File: src/rtl/barrel_shift_pkg.sv
// Shared types and elaboration helpers for the pipelined barrel shifter.
package barrel_shift_pkg;

  typedef enum logic [1:0] {
    SH_LSL = 2'b00,
    SH_LSR = 2'b01,
    SH_ASR = 2'b10,
    SH_ROL = 2'b11
  } shift_mode_t;

  function automatic bit is_pow2(input int unsigned n);
    return (n != 0) && ((n & (n - 1)) == 0);
  endfunction

endpackage

File: src/rtl/bs_stage.sv
// One logarithmic shift level (fixed distance DIST, enabled by shamt bit log2(DIST))
// followed by its pipeline register, plus a registered all-zero flag.
module bs_stage
  import barrel_shift_pkg::*;
#(
  parameter  int WIDTH = 8,
  parameter  int DIST  = 1,
  localparam int SHW   = $clog2(WIDTH)
) (
  input  logic              clk,
  input  logic              reset_n,
  input  logic              i_advance,
  input  logic              i_valid,
  input  logic [WIDTH-1:0]  i_data,
  input  shift_mode_t       i_mode,
  input  logic [SHW-1:0]    i_shamt,
  output logic              o_valid,
  output logic [WIDTH-1:0]  o_data,
  output shift_mode_t       o_mode,
  output logic [SHW-1:0]    o_shamt,
  output logic              o_zero
);

  localparam int SEL = $clog2(DIST);

  logic [WIDTH-1:0] w_shifted;
  logic             r_valid;
  logic [WIDTH-1:0] r_data;
  shift_mode_t      r_mode;
  logic [SHW-1:0]   r_shamt;
  logic             r_zero;

  // ASR fills with the MSB seen at this level, so sign survives earlier levels.
  always_comb begin
    w_shifted = i_data;
    if (i_shamt[SEL]) begin
      case (i_mode)
        SH_LSL:  w_shifted = {i_data[WIDTH-DIST-1:0], {DIST{1'b0}}};
        SH_LSR:  w_shifted = {{DIST{1'b0}}, i_data[WIDTH-1:DIST]};
        SH_ASR:  w_shifted = {{DIST{i_data[WIDTH-1]}}, i_data[WIDTH-1:DIST]};
        SH_ROL:  w_shifted = {i_data[WIDTH-DIST-1:0], i_data[WIDTH-1:WIDTH-DIST]};
        default: w_shifted = i_data;
      endcase
    end
  end

  always_ff @(posedge clk or negedge reset_n) begin
    if (!reset_n) begin
      r_valid <= 1'b0;
      r_data  <= '0;
      r_mode  <= SH_LSL;
      r_shamt <= '0;
      r_zero  <= 1'b0;
    end else if (i_advance) begin
      r_valid <= i_valid;
      r_data  <= w_shifted;
      r_mode  <= i_mode;
      r_shamt <= i_shamt;
      r_zero  <= i_valid && (w_shifted == '0);
    end
  end

  assign o_valid = r_valid;
  assign o_data  = r_data;
  assign o_mode  = r_mode;
  assign o_shamt = r_shamt;
  assign o_zero  = r_zero;

endmodule

File: src/rtl/barrel_shift_pipe.sv
// Pipelined log2(WIDTH)-stage barrel shifter (LSL/LSR/ASR/ROL) with a
// globally stalled valid/ready stream interface.
module barrel_shift_pipe
  import barrel_shift_pkg::*;
#(
  parameter  int WIDTH = 8,
  localparam int SHW   = $clog2(WIDTH)
) (
  input  logic             clk,
  input  logic             reset_n,
  input  logic             in_valid,
  output logic             in_ready,
  input  logic [WIDTH-1:0] data_in,
  input  logic [SHW-1:0]   shamt,
  input  logic [1:0]       mode,
  output logic             out_valid,
  input  logic             out_ready,
  output logic [WIDTH-1:0] q_out,
  output logic             zero
);

  localparam int STAGES = $clog2(WIDTH);

  if (!is_pow2(WIDTH) || (WIDTH < 4)) begin : g_bad_width
    $error("barrel_shift_pipe: WIDTH must be a power of two and at least 4");
  end

  logic             w_advance;
  logic             w_valid [0:STAGES];
  logic [WIDTH-1:0] w_data  [0:STAGES];
  shift_mode_t      w_mode  [0:STAGES];
  logic [SHW-1:0]   w_shamt [0:STAGES];
  logic             w_zero  [0:STAGES-1];

  // Whole pipeline moves together; bubbles travel with it to the output.
  assign w_advance = !out_valid || out_ready;
  assign in_ready  = w_advance;

  assign w_valid[0] = in_valid;
  assign w_data[0]  = data_in;
  assign w_mode[0]  = shift_mode_t'(mode);
  assign w_shamt[0] = shamt;

  genvar gi;
  generate
    for (gi = 0; gi < STAGES; gi++) begin : g_stage
      bs_stage #(
        .WIDTH (WIDTH),
        .DIST  (2 ** gi)
      ) u_stage (
        .clk       (clk),
        .reset_n   (reset_n),
        .i_advance (w_advance),
        .i_valid   (w_valid[gi]),
        .i_data    (w_data[gi]),
        .i_mode    (w_mode[gi]),
        .i_shamt   (w_shamt[gi]),
        .o_valid   (w_valid[gi+1]),
        .o_data    (w_data[gi+1]),
        .o_mode    (w_mode[gi+1]),
        .o_shamt   (w_shamt[gi+1]),
        .o_zero    (w_zero[gi])
      );
    end
  endgenerate

  assign out_valid = w_valid[STAGES];
  assign q_out     = w_data[STAGES];
  assign zero      = w_zero[STAGES-1];

endmodule

File: config.mk
export PLATFORM = sky130hd
export DESIGN_NAME = barrel_shift_pipe
export DESIGN_NICKNAME = d
export VERILOG_FILES = /design/src/rtl/barrel_shift_pkg.sv /design/src/rtl/bs_stage.sv /design/src/rtl/barrel_shift_pipe.sv
export SDC_FILE = /design/constraint.sdc
export NUM_CORES = 1
export LEC_CHECK = 0
export CORE_MARGIN = 2
export CORE_UTILIZATION = 54
export DETAILED_ROUTE_END_ITERATION = 7
export PLACE_DENSITY = 0.79
export SKIP_CTS_REPAIR_TIMING = 1
export SLEW_MARGIN = 25
export SYNTH_ARGS = -nofsm -noshare
export SYNTH_HDL_FRONTEND = slang
export SYNTH_SLANG_ARGS = --single-unit
File: constraint.sdc
create_clock -name clk -period 1.6 [get_ports clk]
set_input_delay 0.4 -clock clk [delete_from_list [all_inputs] [get_ports clk]]
set_output_delay 0.4 -clock clk [all_outputs]
set_load 0.1 [all_outputs]
==> results.yml <==
layout:
  layout.area.seq_um2: 882
  drive_above_1_share_pct: 20.3
  antenna-diode-count: 0
  footprint_of_the_multi_input_gates_um2: 1000
  design.final.nets: 267
  filler_cell_count: 258
  synthesis_to_finish_area_growth_pct: 32.1
clocking:
  cts_tree: "built"
  cts_sinks: 35
  cts_root_buffer: "sky130_fd_sc_hd__clkbuf_8"
  worst_skew_pair.late_latency_ns: 0.28
  clock_buffer_count_from_cts: 5
  clock_path_buffers: 2
  clkSlewWorstSetupHoldPaths_ns: 0.06
  htree_num_levels: 2
drt:
  route.final.wire_length_mm: 4.26
  avgRoutedWirePerCell_um: 14.2
  post_detailed_route_count_of_antenna_violating_nets: 0
  drtPass1Iterations: 4
  first_iter_violations: 115
  post_drt_via_cell_ratio: 5.52
  routed-via-count: 1651
  remaining_drc_errors: 0
floorplan:
  chipWidth_um: 64.6
  dieArea_um2: 4180
  core_area_um2: 3610
  die_y_um: 64.6
  row_count: 22
  initial_core_util_pct: 55.0
  io_pins: 28
power_and_ir_drop:
  pwr-share-clk_pct: 14.6
  p_sw_share_pct: 45.4
  internal_power_mw: 2.87
  power_switching_mw: 2.39
  powerDensity_nw_per_um2: 2010
  leakage_dissipation_nw: 1.25
  pwr-share-comb_pct: 53.6
  irDropWorstVdd_v: 0.000744
  pwr-share-seq_pct: 31.7
sta:
  timing.fmax_mhz: 628
  min_period_over_period_pct: 99.5
  maxSlewViolCount: 0
  fin_worst_hold_slack_ns: 0.471
  tightestPinTransition_ns: 0.514
  grt_setup_unrepaired: "true"
  slew-limit-headroom_pct: 65.7
  final.setup_skew_ns: 0.00439
  post-route-worst-setup-slack_ns: 0.00868
  final_hold_viol_count: 0
  final_period_minus_worst_setup_slack_ns: 1.59
  timing.final.setup_violations: 0
worst_setup_path:
  worstSetupPathType: "reg2out"
  critical_r2r_launch: "g_stage[1].u_stage.o_mode[1]$_DFFE_PN0P_"
  end_kind: "primary output"
  data_arrival_time_of_the_critical_path_ns: 1.19
  critPathLaunchType: "register"
  timing.critical_path.from: "g_stage[2].u_stage.o_valid$_DFFE_PN0P_"
  worst_ep_required_time_ns: 1.20
  critical_path_peak_fanout: 6
placement:
  place.detailed.hpwl_mm: 3.22
  pre_cts_slack_ns: -0.265
  routabilityCongestion: 0.870
  placement.io_buffers: 27
yosys:
  ys.warnings.count: 0
  synth-seq-cells: 35
  yosys.cell_types.count: 34
  synth_fp_nets: 232
  syn_inst: 215
  ys_dominant_reg_cell: "sky130_fd_sc_hd__dfrtp_1"
  synth_enable_flop_cells: 0
  synth_seq_area_share_pct: 44.1
  synthArstFlopShare_pct: 100
  syn-mean-instance-area_um2: 9.23
  syn_area_um2: 1980
hold_path:
  holdCritPathClass: "reg2reg"
  hold_path_startpoint: "g_stage[0].u_stage.o_valid$_DFFE_PN0P_"
global_route:
  global_route.overflow_total: 0
  grt.total_usage_pct: 21.8
  number_of_global_route_vias_before_repair: 1453
  grt_max_degree: 36
  grt_pass1_wl_mm: 6.82
  grt_antenna_before_repair: 0
outcome:
  status: "complete, no violations"
job:
  max_cap_violations: 0
[per-layer routing]
metal	routed length [um]	GRT usage, %	up-vias
li1	-	-	818
met1	1710	24.0	791
met2	2320	40.6	36
met3	160	4.34	6
met4	74	9.31	0
met5	0	0	-
[flip-flops by register name, indices dropped and copies added (netlist names)]
name	flops
g_stage.u_stage.o_data	24
g_stage.u_stage.o_mode	4
g_stage.u_stage.o_shamt	3
g_stage.u_stage.o_valid	3
g_stage.u_stage.o_zero	1
[cell type report]
type / count / share of cell area (%)
multi-input cells: 156 / 38.3
flip-flops and latches: 35 / 33.7
repair buffers: 46 / 20.7
clock buffers: 7 / 2.91
well taps: 48 / 2.29
clock inverters: 1 / 1.15
inverters: 6 / 0.955
[critical path, cell delays in order (launching register included)]
cell and delay, ns:
sky130_fd_sc_hd__dfrtp_4 0.49, sky130_fd_sc_hd__nor2b_4 0.14, sky130_fd_sc_hd__inv_4 0.10, sky130_fd_sc_hd__buf_12 0.18
[worst paths after layout]
| path | to | slack (ns) | cells after the start |
|---|---|---|---|
| max | in_ready | 0.009 | 3 |
| max reg2reg | g_stage[2].u_stage.o_zero$_DFFE_PN0P_ | 0.08 | 5 |
| min | g_stage[0].u_stage.o_valid$_DFFE_PN0P_ | 0.47 | 2 |
| min in group asynchronous | g_stage[2].u_stage.o_data[7]$_DFFE_PN0P_ | 0.49 | 2 |
| min reg2reg | g_stage[0].u_stage.o_valid$_DFFE_PN0P_ | 0.47 | 2 |
| max in group asynchronous | g_stage[2].u_stage.o_valid$_DFFE_PN0P_ | 0.91 | 2 |
[power by group through the flow]
stage / combinational, mW / clock [mW] / sequential, mW
finish: 2.82 / 0.770 / 1.67
global route: 3.00 / 0.823 / 1.72
CTS: 2.78 / 0.778 / 1.66
detailed placement: 2.77 / 0 / 1.68
global placement: 2.70 / 0 / 1.65
floorplan: 1.24 / 0 / 2.26
[cell families after synthesis]
logic type | synth area share (%)
compound gates | 19.0
xor+xnor | 3.22
buf+inv | 5.93
flops | 44.1
mux | 10.4
simple gates | 17.3
[cell usage in the layout, fill, tap and decap left out, types with 2 or more instances in the layout]
cell type                         instances
sky130_fd_sc_hd__nand3_1                  4
sky130_fd_sc_hd__buf_4                   18
sky130_fd_sc_hd__dfrtp_1                 32
sky130_fd_sc_hd__nand2b_1                 6
sky130_fd_sc_hd__dlymetal6s2s_1           3
sky130_fd_sc_hd__o211ai_1                 4
sky130_fd_sc_hd__nor2_1                  20
sky130_fd_sc_hd__a22oi_1                  3
sky130_fd_sc_hd__clkbuf_8                 5
sky130_fd_sc_hd__o22ai_1                  2
sky130_fd_sc_hd__nand2_1                 42
sky130_fd_sc_hd__nand4_1                  2
sky130_fd_sc_hd__clkdlybuf4s50_1         13
sky130_fd_sc_hd__o21ai_0                  9
sky130_fd_sc_hd__buf_12                  12
sky130_fd_sc_hd__a211oi_1                12
sky130_fd_sc_hd__clkbuf_1                 2
sky130_fd_sc_hd__dfrtp_2                  2
sky130_fd_sc_hd__xnor2_4                  2
sky130_fd_sc_hd__a211o_1                  2
sky130_fd_sc_hd__mux2i_1                 15
sky130_fd_sc_hd__a21oi_1                  3
sky130_fd_sc_hd__mux2_2                   5
sky130_fd_sc_hd__inv_1                    5
sky130_fd_sc_hd__a21o_1                  11
sky130_fd_sc_hd__a31oi_1                  3
[synth_stat cells, drive strengths merged (2+ instances only)]
master,n,area (um2)
nand2,42,158
dfrtp,35,876
nor2,20,75.1
mux2i,15,150
buf,14,80.1
a211oi,12,90.1
a21o,11,82.6
o21ai,9,45.0
inv,6,22.5
nand2b,6,37.5
mux2,5,56.3
clkbuf,4,15.0
nand3,4,20.0
o211ai,4,30.0
a21oi,3,15.0
a22oi,3,22.5
a31oi,3,18.8
a211o,2,17.5
nand4,2,12.5
nor2b,2,12.5
o22ai,2,12.5
xnor2,2,55.1
[metrics by stage]
step / power [mW] / utilization [%] / std cells / TNS [ns] / cell area, um2
6_report: 5.26 / 72.7 / 299 / 0 / 2620
5_1_grt: 5.54 / 72.7 / 299 / -0.0209 / 2620
4_1_cts: 5.22 / 71.5 / 296 / -0.0908 / 2580
3_5_place_dp: 4.44 / 68.5 / 288 / -2.15 / 2470
3_3_place_gp: 4.35 / 68.5 / 288 / -1.69 / 2470
2_1_floorplan: 3.50 / - / 215 / 0 / 2010
No activity file was read; power rests on OpenSTA's default activity.
